## src/rtl/tmul_pkg.sv

```systemverilog
// Shared types for the TMUL operand sequencer: state encoding, datapath widths
// and the {valid, lane} tag that follows each issue through the FMA pipeline.
package tmul_pkg;

    localparam int OP_W  = 32;
    localparam int ACC_W = 64;

    typedef enum logic [2:0] {
        S_IDLE   = 3'd0,
        S_RUN_P0 = 3'd1,
        S_RUN_P1 = 3'd2,
        S_DRAIN  = 3'd3,
        S_DONE   = 3'd4
    } state_t;

    typedef struct packed {
        logic valid;
        logic lane;
    } tag_t;

endpackage

```

## src/rtl/fma_issue_tracker.sv

```systemverilog
// Two-stage tag pipeline mirroring the FMA latency, plus the select that
// forwards a lane's in-flight sum straight back into the FMA c input.
module fma_issue_tracker
    import tmul_pkg::*;
(
    input  logic             clk,
    input  logic             rst,
    input  logic             i_issue_valid,
    input  logic             i_issue_lane,
    input  logic [ACC_W-1:0] i_fma_out,
    input  logic [ACC_W-1:0] i_acc0,
    input  logic [ACC_W-1:0] i_acc1,
    output logic             o_tag1_valid,
    output tag_t             o_tag2,
    output logic [ACC_W-1:0] o_fwd_c
);

    tag_t r_tag1;
    tag_t r_tag2;

    // Shift each issue's tag along so stage 2 lines up with its FMA result.
    always_ff @(posedge clk or posedge rst) begin
        if (rst) begin
            r_tag1 <= '{valid: 1'b0, lane: 1'b0};
            r_tag2 <= '{valid: 1'b0, lane: 1'b0};
        end else begin
            r_tag2 <= r_tag1;
            r_tag1 <= '{valid: i_issue_valid, lane: i_issue_lane};
        end
    end

    // The lane's freshest sum is on fma_out when stage 2 holds that same lane.
    always_comb begin
        o_fwd_c = i_issue_lane ? i_acc1 : i_acc0;
        if (r_tag2.valid && (r_tag2.lane == i_issue_lane)) begin
            o_fwd_c = i_fma_out;
        end else begin
            o_fwd_c = i_issue_lane ? i_acc1 : i_acc0;
        end
    end

    assign o_tag1_valid = r_tag1.valid;
    assign o_tag2       = r_tag2;

endmodule

```

## src/rtl/fma_dot_seq.sv

```systemverilog
// Operand sequencer for the shared 32x32+64 FMA: interleaves two dot-product
// lanes so each lane's running sum can be fed back across the 2-cycle latency.
module fma_dot_seq
    import tmul_pkg::*;
#(
    parameter int K_MAX = 16,
    parameter int LEN_W = 5
) (
    input  logic             clk,
    input  logic             rst,
    input  logic             start,
    input  logic [LEN_W-1:0] len,
    input  logic [ACC_W-1:0] c_init0,
    input  logic [ACC_W-1:0] c_init1,
    input  logic             in_valid,
    output logic             in_ready,
    input  logic [OP_W-1:0]  in_a0,
    input  logic [OP_W-1:0]  in_b0,
    input  logic [OP_W-1:0]  in_a1,
    input  logic [OP_W-1:0]  in_b1,
    output logic [OP_W-1:0]  fma_a,
    output logic [OP_W-1:0]  fma_b,
    output logic [ACC_W-1:0] fma_c,
    input  logic [ACC_W-1:0] fma_out,
    output logic             busy,
    output logic             done,
    output logic [ACC_W-1:0] res0,
    output logic [ACC_W-1:0] res1,
    output logic             err
);

    state_t           r_state;
    state_t           w_state_nxt;
    logic [ACC_W-1:0] r_acc0;
    logic [ACC_W-1:0] r_acc1;
    logic [ACC_W-1:0] w_acc0_nxt;
    logic [ACC_W-1:0] w_acc1_nxt;
    logic [ACC_W-1:0] r_res0;
    logic [ACC_W-1:0] r_res1;
    logic [ACC_W-1:0] w_fwd_c;
    logic [LEN_W-1:0] r_cnt;
    logic [OP_W-1:0]  r_hold_a;
    logic [OP_W-1:0]  r_hold_b;
    logic [OP_W-1:0]  w_fma_a;
    logic [OP_W-1:0]  w_fma_b;
    logic             r_done;
    logic             r_err;
    logic             w_issue_valid;
    logic             w_issue_lane;
    logic             w_in_ready;
    logic             w_len_ok;
    logic             w_accept;
    logic             w_finish;
    logic             w_tag1_valid;
    tag_t             w_tag2;

    assign w_len_ok = (len != {LEN_W{1'b0}}) && (len <= LEN_W'(K_MAX));
    assign w_accept = (r_state == S_IDLE) && start && w_len_ok;
    // Leaving DRAIN once stage 1 is empty means the last result lands this cycle.
    assign w_finish = (r_state == S_DRAIN) && !w_tag1_valid;

    assign w_acc0_nxt = (w_tag2.valid && !w_tag2.lane) ? fma_out : r_acc0;
    assign w_acc1_nxt = (w_tag2.valid &&  w_tag2.lane) ? fma_out : r_acc1;

    fma_issue_tracker u_tracker (
        .clk           (clk),
        .rst           (rst),
        .i_issue_valid (w_issue_valid),
        .i_issue_lane  (w_issue_lane),
        .i_fma_out     (fma_out),
        .i_acc0        (r_acc0),
        .i_acc1        (r_acc1),
        .o_tag1_valid  (w_tag1_valid),
        .o_tag2        (w_tag2),
        .o_fwd_c       (w_fwd_c)
    );

    // State register.
    always_ff @(posedge clk or posedge rst) begin
        if (rst) begin
            r_state <= S_IDLE;
        end else begin
            r_state <= w_state_nxt;
        end
    end

    // Next-state decode and issue selection.
    always_comb begin
        w_state_nxt   = r_state;
        w_issue_valid = 1'b0;
        w_issue_lane  = 1'b0;
        w_fma_a       = {OP_W{1'b0}};
        w_fma_b       = {OP_W{1'b0}};
        w_in_ready    = 1'b0;
        case (r_state)
            S_IDLE: begin
                if (w_accept) begin
                    w_state_nxt = S_RUN_P0;
                end else begin
                    w_state_nxt = S_IDLE;
                end
            end
            S_RUN_P0: begin
                w_in_ready = 1'b1;
                if (in_valid) begin
                    w_issue_valid = 1'b1;
                    w_issue_lane  = 1'b0;
                    w_fma_a       = in_a0;
                    w_fma_b       = in_b0;
                    w_state_nxt   = S_RUN_P1;
                end else begin
                    w_state_nxt = S_RUN_P0;
                end
            end
            S_RUN_P1: begin
                w_issue_valid = 1'b1;
                w_issue_lane  = 1'b1;
                w_fma_a       = r_hold_a;
                w_fma_b       = r_hold_b;
                if (r_cnt == LEN_W'(1)) begin
                    w_state_nxt = S_DRAIN;
                end else begin
                    w_state_nxt = S_RUN_P0;
                end
            end
            S_DRAIN: begin
                if (w_finish) begin
                    w_state_nxt = S_DONE;
                end else begin
                    w_state_nxt = S_DRAIN;
                end
            end
            S_DONE: begin
                w_state_nxt = S_IDLE;
            end
            default: begin
                w_state_nxt = S_IDLE;
            end
        endcase
    end

    // Accumulators, step counter, lane-1 holding register and result/flag registers.
    always_ff @(posedge clk or posedge rst) begin
        if (rst) begin
            r_acc0   <= {ACC_W{1'b0}};
            r_acc1   <= {ACC_W{1'b0}};
            r_cnt    <= {LEN_W{1'b0}};
            r_hold_a <= {OP_W{1'b0}};
            r_hold_b <= {OP_W{1'b0}};
            r_res0   <= {ACC_W{1'b0}};
            r_res1   <= {ACC_W{1'b0}};
            r_done   <= 1'b0;
            r_err    <= 1'b0;
        end else begin
            if (w_accept) begin
                r_acc0 <= c_init0;
                r_acc1 <= c_init1;
                r_cnt  <= len;
            end else begin
                r_acc0 <= w_acc0_nxt;
                r_acc1 <= w_acc1_nxt;
                if (r_state == S_RUN_P1) begin
                    r_cnt <= r_cnt - LEN_W'(1);
                end
            end
            if ((r_state == S_RUN_P0) && in_valid) begin
                r_hold_a <= in_a1;
                r_hold_b <= in_b1;
            end
            // Results are taken from the post-capture sums so they appear with done.
            if (w_finish) begin
                r_res0 <= w_acc0_nxt;
                r_res1 <= w_acc1_nxt;
            end
            r_done <= w_finish;
            r_err  <= (r_state == S_IDLE) && start && !w_len_ok;
        end
    end

    assign in_ready = w_in_ready;
    assign fma_a    = w_fma_a;
    assign fma_b    = w_fma_b;
    assign fma_c    = w_issue_valid ? w_fwd_c : {ACC_W{1'b0}};
    assign busy     = (r_state != S_IDLE);
    assign done     = r_done;
    assign res0     = r_res0;
    assign res1     = r_res1;
    assign err      = r_err;

endmodule
```

## config.mk

```make
export PLATFORM = sky130hd
export DESIGN_NAME = fma_dot_seq
export DESIGN_NICKNAME = d
export VERILOG_FILES = /design/src/rtl/tmul_pkg.sv /design/src/rtl/fma_issue_tracker.sv /design/src/rtl/fma_dot_seq.sv
export SDC_FILE = /design/constraint.sdc
export NUM_CORES = 1
export LEC_CHECK = 0
export BUFFER_PORTS_ARGS = -buffer_cell sky130_fd_sc_hd__buf_2
export CORE_AREA = 2 2 227 229
export CTS_CLUSTER_SIZE = 12
export DETAILED_ROUTE_END_ITERATION = 10
export DIE_AREA = 0 0 229 231
export GPL_ROUTABILITY_DRIVEN = 0
export GPL_TIMING_DRIVEN = 0
export SYNTH_ARGS = -nofsm -noshare
export SYNTH_HDL_FRONTEND = slang
export SYNTH_HIERARCHICAL = 1
export SYNTH_SLANG_ARGS = --single-unit
export TNS_END_PERCENT = 10
```

## constraint.sdc

```tcl
create_clock -name clk -period 14.9 [get_ports clk]
set_input_delay 3.725 -clock clk [delete_from_list [all_inputs] [get_ports clk]]
set_output_delay 3.725 -clock clk [all_outputs]
set_load 0.1 [all_outputs]
```

---- After elaboration in Yosys (flattened, before gate mapping) ----
Cells that the tools add are included.
storage, ports and cells
  register bits ........................... 334
  bits of input ports ..................... 329
  logic and storage cells ................. 59
cells by class
  add/sub/neg operators ................... 1
  order comparisons ....................... 1
  equal/unequal tests ..................... 5
  mux-type cells .......................... 22
  reduce and logical (&&, ||, !) cells .... 16
operators with widths
  operator                                                               count
  64-bit two-way mux                                                     7
  32-bit one-hot mux with 2 select lines                                 2
  32-bit two-way mux                                                     2
  3-bit one-hot mux with 4 select lines                                  1
  5-bit two-way mux                                                      2
  1-bit logical AND                                                      9
  3-bit by 2-bit equality test with 1-bit output, second input constant  2
  5-bit by 1-bit equality test with 1-bit output, second input constant  1
  5-bit less-or-equal comparator, second input constant                  1
  5-bit nonzero test                                                     1
  5-bit by 1-bit subtractor with 5-bit output, second input constant     1
  1-bit two-way mux                                                      4
  2-bit two-way mux                                                      2
  3-bit by 1-bit equality test with 1-bit output, second input constant  1
  1-bit logical NOT                                                      3
  3-bit logical NOT                                                      1
  3-bit two-way mux                                                      1
  3-bit nonzero test                                                     1
  1-bit one-hot mux with 2 select lines                                  1
  2-bit nonzero test                                                     1
  1-bit equality test                                                    1

---- Depth between registers and ports, before layout ----
Gate-level depths: netlist of run 1.
  word-level depth ........................ 6
  gate-level depth with buffers ........... 10
  mapped depth without buffers ............ 5

---- Hierarchy ----
Netlist of run 1, hierarchy kept.
modules (own cells, without submodules)
  module             times used  cells an instance  area each (µm²)
  fma_dot_seq        1           1165               14998.1
  fma_issue_tracker  1           238                1775.5

---- Worst setup path after synthesis of run 1 ----
Ideal clock, no wire load.
  path type ............................... input port to output port
  start ................................... input port in_valid
  end ..................................... output port fma_c[10]
  arrival time ............................ 5306 ps
  required time ........................... 11175 ps
  setup slack ............................. 5869 ps
  stages .................................. 6
  path buffers ............................ 2
  cells stage by stage .................... nor2b_1 -> mux2i_1 -> nor2_1 -> clkbuf_1 -> clkbuf_1 -> and2_1
on the way
  longest elaborated chain between the ends .. 3
RTL lines
  element                                line                source
  from (decl)                            fma_dot_seq.sv:15   input logic in_valid,
  1-bit two-way mux                      fma_dot_seq.sv:105  if (in_valid) begin
  1-bit one-hot mux with 2 select lines  fma_dot_seq.sv:95   case (r_state)
  64-bit two-way mux                     fma_dot_seq.sv:183  assign fma_c = w_issue_valid ? w_fwd_c : {ACC_W{1'b0}};
  to (decl)                              fma_dot_seq.sv:23   output logic [ACC_W-1:0] fma_c,
Every way passes these cells.

---- Worst setup path in the final report of run 1 ----
  start ................................... input port in_valid
  end ..................................... output port fma_c[48]
Same word-level chain as after synthesis.

==> flow_summary.ini, run 1 <==
[run_status]
status = finished, final reports clean

[logic_synthesis]
yosysSeqAreaShare_pct = 49.8
avgSynthCellArea_sq_um = 12.0
synth_most_common_cell = dfrtp_1
ys_seq_elements = 334
async_flop_share_pct = 100
synth_top_area_share_pct = 49.8
synthCells = 1403
synth.distinct_cells = 39
synth_commonest_cells = dfrtp_1 (334), mux2_2 (242), mux2i_1 (131)
yosysWarnings = 6
syn_area_sq_um = 16800
synth_area_leaders = dfrtp_1 (50%), mux2_2 (16%), mux2i_1 (7.8%)
synth_flop_cell = dfrtp_1
synth-edff-count = 0
synth_nets = 1734
synth_top_area_cell = dfrtp_1

[sta]
finalSetupViolations = 0
setup_slack_ps = 5070
fin_skew_ps = 26.8
tightest_slew_ps = 958
slew_violations = 0
period_needed_ps = 9830
finalHoldViolations = 0
post-route-period-util_pct = 66.0
rsz0062_at_grt = no
fmax_mhz = 102
max_slew_margin_pct = 36.2

[floorplan]
initial_utilization_pct = 33.1
die_w_microns = 229
num_rows = 83
io_pins = 589
die_h_microns = 231
die_area_sq_um = 52900
floorplan.core_area_sq_um = 50700

[finish]
area_delta_synth_final_pct = 31.5
nFillCells = 4897
nNetsFinal = 2368
final_area_sq_um = 22100
post_route_cells_drive_above_1_share_pct = 47.0

[critical_path]
critPathArrivalTime_ps = 6100
end_kind = primary output
required_ps = 11180
worst_setup_path_start_kind = input port
critical_path_class = in2out
cp_max_fo = 10

[clocking]
clkTransAtPathRegs_ps = 50
hold_buffers = 0
clk_latency_ps = 570
cts_resized = 0
cts_made_buffers = 42
cts_sinks = 334
clockRootBuffer = clkbuf_16
cts_tree = done
post-cts-setup-buffers = 0
ctsHtreeMaxLevel = 2
clk_path_buf_depth = 3

[placed_design]
io_buffers = 588
dp_hpwl_microns = 45400
placement.cell_area_sq_um = 20600
dp_slack_ps = 4980

[detailed_routing]
wl_microns = 59500
drc = 0
drt_first_pass_iters = 5
drtIter0Drc = 847
wire_per_inst_microns = 21.6
dr_total_vias = 13692
vias_per_cell = 4.97
ant_nets = 0

[worst_hold_path]
min_path_type = reg2reg

[grt]
grt_overflow_total = 0
grt_usage_pct = 22.0
antenna_found_initial = 18
grt_max_degree = 124
grt_pass1_vias = 14619
grt_pass1_wl_microns = 88500

[run]
max_cap_viol_count = 0
[sequential cells by signal, indices dropped and copies added, names as in the netlist]
signal,count
r_acc0,64
r_acc1,64
res0,64
res1,64
r_hold_a,32
r_hold_b,32
r_cnt,5
r_state,3
u_tracker/o_tag2,2
done,1
err,1
u_tracker/o_tag1_valid,1
u_tracker/r_tag1,1
[per-layer routing]
| metal | wire [microns] | share of wire (%) | global-route usage, % |
|---|---|---|---|
| met1 | 23700 | 40 | 26.3 |
| met2 | 29600 | 50 | 37.9 |
| met4 | 2330 | 3.9 | 8.91 |
| met3 | 3770 | 6.3 | 5.24 |
| met5 | 85 | 0.14 | 0 |
[worst max-delay path, cell delays in order]
cell and delay (ps):
buf_2 90, nor2b_1 210, mux2i_1 110, nor2_1 130
clkbuf_1 730, clkbuf_1 450, and2_1 210, buf_2 430
[layout make-up]
cell class                      count  area [sq um]  area share [%]
Sequential cell                   334          8360            37.9
Multi-Input combinational cell    884          7500            34.0
Timing Repair Buffer              590          3000            13.6
Clock buffer                       62          1250            5.66
Tap cell                          680           851            3.86
Buffer                            112           642            2.91
Inverter                           73           282            1.28
Clock inverter                     12           161           0.732
Antenna cell                        8          20.0          0.0908
[layout by cell type, fill, tap and decap left out, types with 3 or more instances in the layout]
cell       count
buf_2        632
dfrtp_1      334
mux2_2       242
mux2i_1      131
inv_1         72
nor2_1        70
a21oi_1       67
nor3b_1       65
and2_1        65
a22o_1        64
and3_1        63
a211o_1       63
clkbuf_1      52
clkbuf_16     43
buf_6         14
mux2_1        14
clkbuf_8      10
buf_4          9
diode_2        8
clkinv_2       6
o21ai_0        5
nand2_1        5
xnor2_1        4
nand2b_1       3
bufinv_16      3
[cells by family after synthesis]
kind of cell | after synthesis | synth area share, %
multiplexers | 387 | 25.0
XOR/XNOR | 4 | 0.209
buffers and inverters | 185 | 5.46
flip-flops | 334 | 49.8
adder cells (fa/ha/maj) | 2 | 0.149
AND/OR/NAND/NOR | 283 | 10.1
AO/OA/AOI/OAI | 208 | 9.20
[worst paths after layout]
| kind | endpoint | start | depth (start not counted) | slack (ps) |
|---|---|---|---|---|
| max reg2reg | res0[1] | r_state[2] | 6 | 12210 |
| min | u_tracker/o_tag2[0] | u_tracker/r_tag1[0] | 0 | 350 |
| max in group asynchronous | r_acc1[28] | rst | 3 | 10430 |
| min in group asynchronous | u_tracker/r_tag1[0] | rst | 2 | 3110 |
| min reg2reg | u_tracker/o_tag2[0] | u_tracker/r_tag1[0] | 0 | 350 |
| max | fma_c[48] | in_valid | 8 | 5070 |
[stage by stage]
step / TNS (ps) / instances / hold WS [ps] / util, %
after global placement: -704080 / 2671 / 332 / 40.6
after global routing: 0 / 2754 / 354 / 43.5
after detailed placement: 0 / 2673 / 337 / 40.7
after CTS: 0 / 2747 / 349 / 43.5
final: 0 / 2755 / 346 / 43.5
after floorplan: 0 / 1403 / 331 / -
Power of run 1 is not shown: default switching activity piles up to over one toggle a cycle in this logic, so the estimate is an artifact.
==> inputs of run 2 (changes only) <==
==> constraint.sdc (replaced) <==
create_clock -name clk -period 10.2 [get_ports clk]
set_input_delay 2.55 -clock clk [delete_from_list [all_inputs] [get_ports clk]]
set_output_delay 2.55 -clock clk [all_outputs]
set_load 0.1 [all_outputs]
==> flow_summary.ini, run 2 (synthesis gave the netlist of run 1 again) <==
[clocking]
cts_made_buffers = 41
cts_resized = 0
clk_latency_ps = 560
clkTransAtPathRegs_ps = 60
ctsHtreeMaxLevel = 2
clk_path_buf_depth = 3
hold_buffers = 0
cts_tree = done
post-cts-setup-buffers = 0
cts_sinks = 334
clockRootBuffer = clkbuf_16

[detailed_routing]
drt_first_pass_iters = 5
dr_total_vias = 13746
wl_microns = 60300
wire_per_inst_microns = 21.8
vias_per_cell = 4.98
drtIter0Drc = 652
drc = 0
ant_nets = 0

[finish]
layout_common_cells = buf_2 (632), dfrtp_1 (334), mux2_2 (242), mux2i_1 (131), inv_1 (72)
seqCellArea_sq_um = 8360
area_delta_synth_final_pct = 31.8
multi_input_area_sq_um = 7500
final_common_cell = buf_2
nFillCells = 4938
post_route_cells_drive_above_1_share_pct = 46.9
final_area_sq_um = 22100
nNetsFinal = 2374

[floorplan]
io_pins = 589
die_h_microns = 231
num_rows = 83
die_w_microns = 229
floorplan.core_area_sq_um = 50700
initial_utilization_pct = 33.1
die_area_sq_um = 52900

[sta]
period_needed_ps = 7560
fmax_mhz = 132
finalHoldViolations = 0
fin_skew_ps = 23.6
tightest_slew_ps = 1080
slew_violations = 0
setup_slack_ps = 2640
finalSetupViolations = 0
max_slew_margin_pct = 28.0
holdWs_ps = 354
tns_ps = 0
post-route-period-util_pct = 74.1
rsz0062_at_grt = no

[critical_path]
r2r_setup_slack_ps = 7260
cp_max_fo = 10
critical_path_class = in2out
required_ps = 7650
cpPeakStageDelay_ps = 800
worst_setup_path_start_kind = input port
crit_chain = buf_2 > nor2b_1 > mux2i_1 > nor2_1 > clkbuf_1 > clkbuf_1 > and2_1 > buf_2
critPathArrivalTime_ps = 5010
end_kind = primary output
crit_path_top_delay_cell = clkbuf_1

[grt]
grt_usage_pct = 22.5
grt_pass1_vias = 14699
grt_overflow_total = 0
grt_pass1_wl_microns = 90300
grt_max_degree = 43
antenna_found_initial = 13

[run_status]
status = finished, final reports clean

[placed_design]
io_buffers = 588
dp_slack_ps = 2570
dp_hpwl_microns = 46300
placement.cell_area_sq_um = 20800

[run]
max_cap_viol_count = 0

[worst_hold_path]
min_path_type = reg2reg
run 2: metal layers:
layer / share of wire, % / wire (microns) / GRT usage [%] / vias up
li1: - / - / - / 6296
met3: 5.6 / 3380 / 4.38 / 97
met4: 3.2 / 1930 / 9.21 / 2
met2: 50 / 30400 / 38.9 / 469
met1: 41 / 24500 / 27.4 / 6882
met5: 0.022 / 13 / 0 / -
run 2: cell type report:
class / count / share of cell area (%)
Tap cell: 680 / 3.85
Antenna cell: 10 / 0.113
Sequential cell: 334 / 37.8
Clock buffer: 68 / 5.84
Timing Repair Buffer: 597 / 14.1
Buffer: 112 / 2.90
Multi-Input combinational cell: 884 / 33.9
Clock inverter: 5 / 0.164
Inverter: 73 / 1.26
run 2: worst paths after layout:
path | start | end | cells after the start
min reg2reg | u_tracker/r_tag1[0] | u_tracker/o_tag2[0] | 0
max in group asynchronous | rst | res1[30] | 6
min | u_tracker/r_tag1[0] | u_tracker/o_tag2[0] | 0
max reg2reg | r_state[2] | res0[2] | 6
min in group asynchronous | rst | u_tracker/o_tag2[0] | 2
max | in_valid | fma_c[49] | 8
run 2: worst max-delay path, delay by kind of cell:
kind / cells / cell delay (ps)
buffers and inverters: 4 / 1780
and+or+nand+nor: 3 / 560
muxes: 1 / 110
run 2: per-stage QoR:
stage	util (%)	instances
floorplan	-	1403
global placement	40.6	2671
detailed placement	40.9	2680
CTS	43.6	2753
global route	43.6	2763
finish	43.6	2763
Power of run 2 is left out for the same reason.
==> inputs of run 3 (changes only) <==
--- a/config.mk
+++ b/config.mk
@@ -6,10 +6,10 @@
 export NUM_CORES = 1
 export LEC_CHECK = 0
 export BUFFER_PORTS_ARGS = -buffer_cell sky130_fd_sc_hd__buf_2
-export CORE_AREA = 2 2 227 229
+export CORE_AREA = 2 2 232 234
 export CTS_CLUSTER_SIZE = 12
 export DETAILED_ROUTE_END_ITERATION = 10
-export DIE_AREA = 0 0 229 231
+export DIE_AREA = 0 0 234 236
 export GPL_ROUTABILITY_DRIVEN = 0
 export GPL_TIMING_DRIVEN = 0
 export SYNTH_ARGS = -nofsm -noshare
==> constraint.sdc (replaced) <==
create_clock -name clk -period 6.7 [get_ports clk]
set_input_delay 1.675 -clock clk [delete_from_list [all_inputs] [get_ports clk]]
set_output_delay 1.675 -clock clk [all_outputs]
set_load 0.1 [all_outputs]
==> flow_summary.ini, run 3 (synthesis gave the netlist of run 1 again) <==
[run_status]
status = finished, final reports clean

[grt]
grt_usage_pct = 21.6
grt_pass1_vias = 14832
grt_max_degree = 43
grt_pass1_wl_microns = 90400
antenna_found_initial = 11
grt_overflow_total = 0

[detailed_routing]
vias_per_cell = 4.98
ant_nets = 0
wl_microns = 60600
dr_total_vias = 13822
drt_first_pass_iters = 4
drc = 0
drtIter0Drc = 548
wire_per_inst_microns = 21.9

[clocking]
cts_made_buffers = 42
clk_latency_ps = 550
cts_tree = done
post-cts-setup-buffers = 0
ctsHtreeMaxLevel = 2
cts_sinks = 334
clockRootBuffer = clkbuf_16
hold_buffers = 0
cts_resized = 0
clkTransAtPathRegs_ps = 60
clk_path_buf_depth = 3

[floorplan]
initial_utilization_pct = 31.6
die_area_sq_um = 55200
num_rows = 85
floorplan.core_area_sq_um = 53100
io_pins = 589
die_w_microns = 234
die_h_microns = 236

[sta]
max_slew_margin_pct = 22.0
finalSetupViolations = 0
period_needed_ps = 6250
tightest_slew_ps = 1170
finalHoldViolations = 0
rsz0062_at_grt = no
fin_skew_ps = 11.0
post-route-period-util_pct = 93.3
slew_violations = 0
fmax_mhz = 160

[placed_design]
dp_hpwl_microns = 46500
dp.cells = 2696
io_buffers = 588

[critical_path]
cp_max_fo = 13
r2r_end = res0[5]
end_kind = primary output
critPathMostFrequentCell = buf_2
r2r_setup_slack_ps = 3860
r2r-start = r_state[2]
worst_setup_path_start_kind = register
crit_path_top_delay_cell = clkbuf_1
rr_worst_depth = 6
cpPeakStageDelay_ps = 830
path_buf_inv = 6
critPathArrivalTime_ps = 4580
cpLargestDelayFamily = buffers and inverters
crit_chain = buf_2 > nor3b_1 > buf_2 > clkbuf_1 > buf_2 > clkbuf_1 > and3_1 > a211o_1 > and2_1 > buf_2
required_ps = 5030
critical_path_class = reg2out

[finish]
final_common_cell = buf_2
area_delta_synth_final_pct = 31.9
multi_input_area_sq_um = 7500
seqCellArea_sq_um = 8360
post_route_cells_drive_above_1_share_pct = 47.1
layoutNonFillerInstCount = 2773
nNetsFinal = 2375
nFillCells = 5193
layout_common_cells = buf_2 (632), dfrtp_1 (334), mux2_2 (242), mux2i_1 (131), inv_1 (72)

[worst_hold_path]
min_path_type = reg2reg
holdPathEnd = u_tracker/o_tag2[0]
worstHoldStart = u_tracker/r_tag1[0]
hold_depth = 0

[run]
max_cap_viol_count = 0
run 3: final cells by class:
type                            instances  share of cell area, %
Antenna cell                            8                 0.0905
Buffer                                112                   2.90
Clock buffer                           59                   5.54
Clock inverter                         10                  0.514
Inverter                               73                   1.26
Multi-Input combinational cell        884                   33.9
Sequential cell                       334                   37.8
Tap cell                              696                   3.93
Timing Repair Buffer                  597                   14.1
run 3: per-stage QoR:
stage	util, %	hold WS [ps]	area, sq um	TNS, ps	worst slack (ps)
final	41.7	359	22100	0	450
after global routing	41.7	372	22100	0	126
after CTS	41.7	367	22100	0	223
after detailed placement	39.1	354	20800	0	734
after global placement	38.8	335	20600	-541120	-1690
after floorplan	-	331	16800	0	618
run 3: worst max-delay path by stage:
stage | start | to | slack [ps] | cells past startpoint
floorplan | rst | done | 620 | 1
global placement | rst | r_acc1[20] | -1690 | 2
detailed placement | in_valid | fma_c[51] | 730 | 8
CTS | r_state[1] | fma_c[60] | 220 | 10
global route | r_state[1] | fma_c[60] | 130 | 10
finish | r_state[1] | fma_c[60] | 450 | 10
run 3: metal layers:
layer	wire length (microns)	share of wire, %	GRT usage [%]	vias to the layer above
li1	-	-	-	6291
met1	24600	41	26.4	6922
met2	30300	50	37.2	487
met3	3480	5.7	3.61	120
met4	2270	3.7	9.09	2
met5	13	0.021	0	-
Power of run 3 is left out for the same reason.
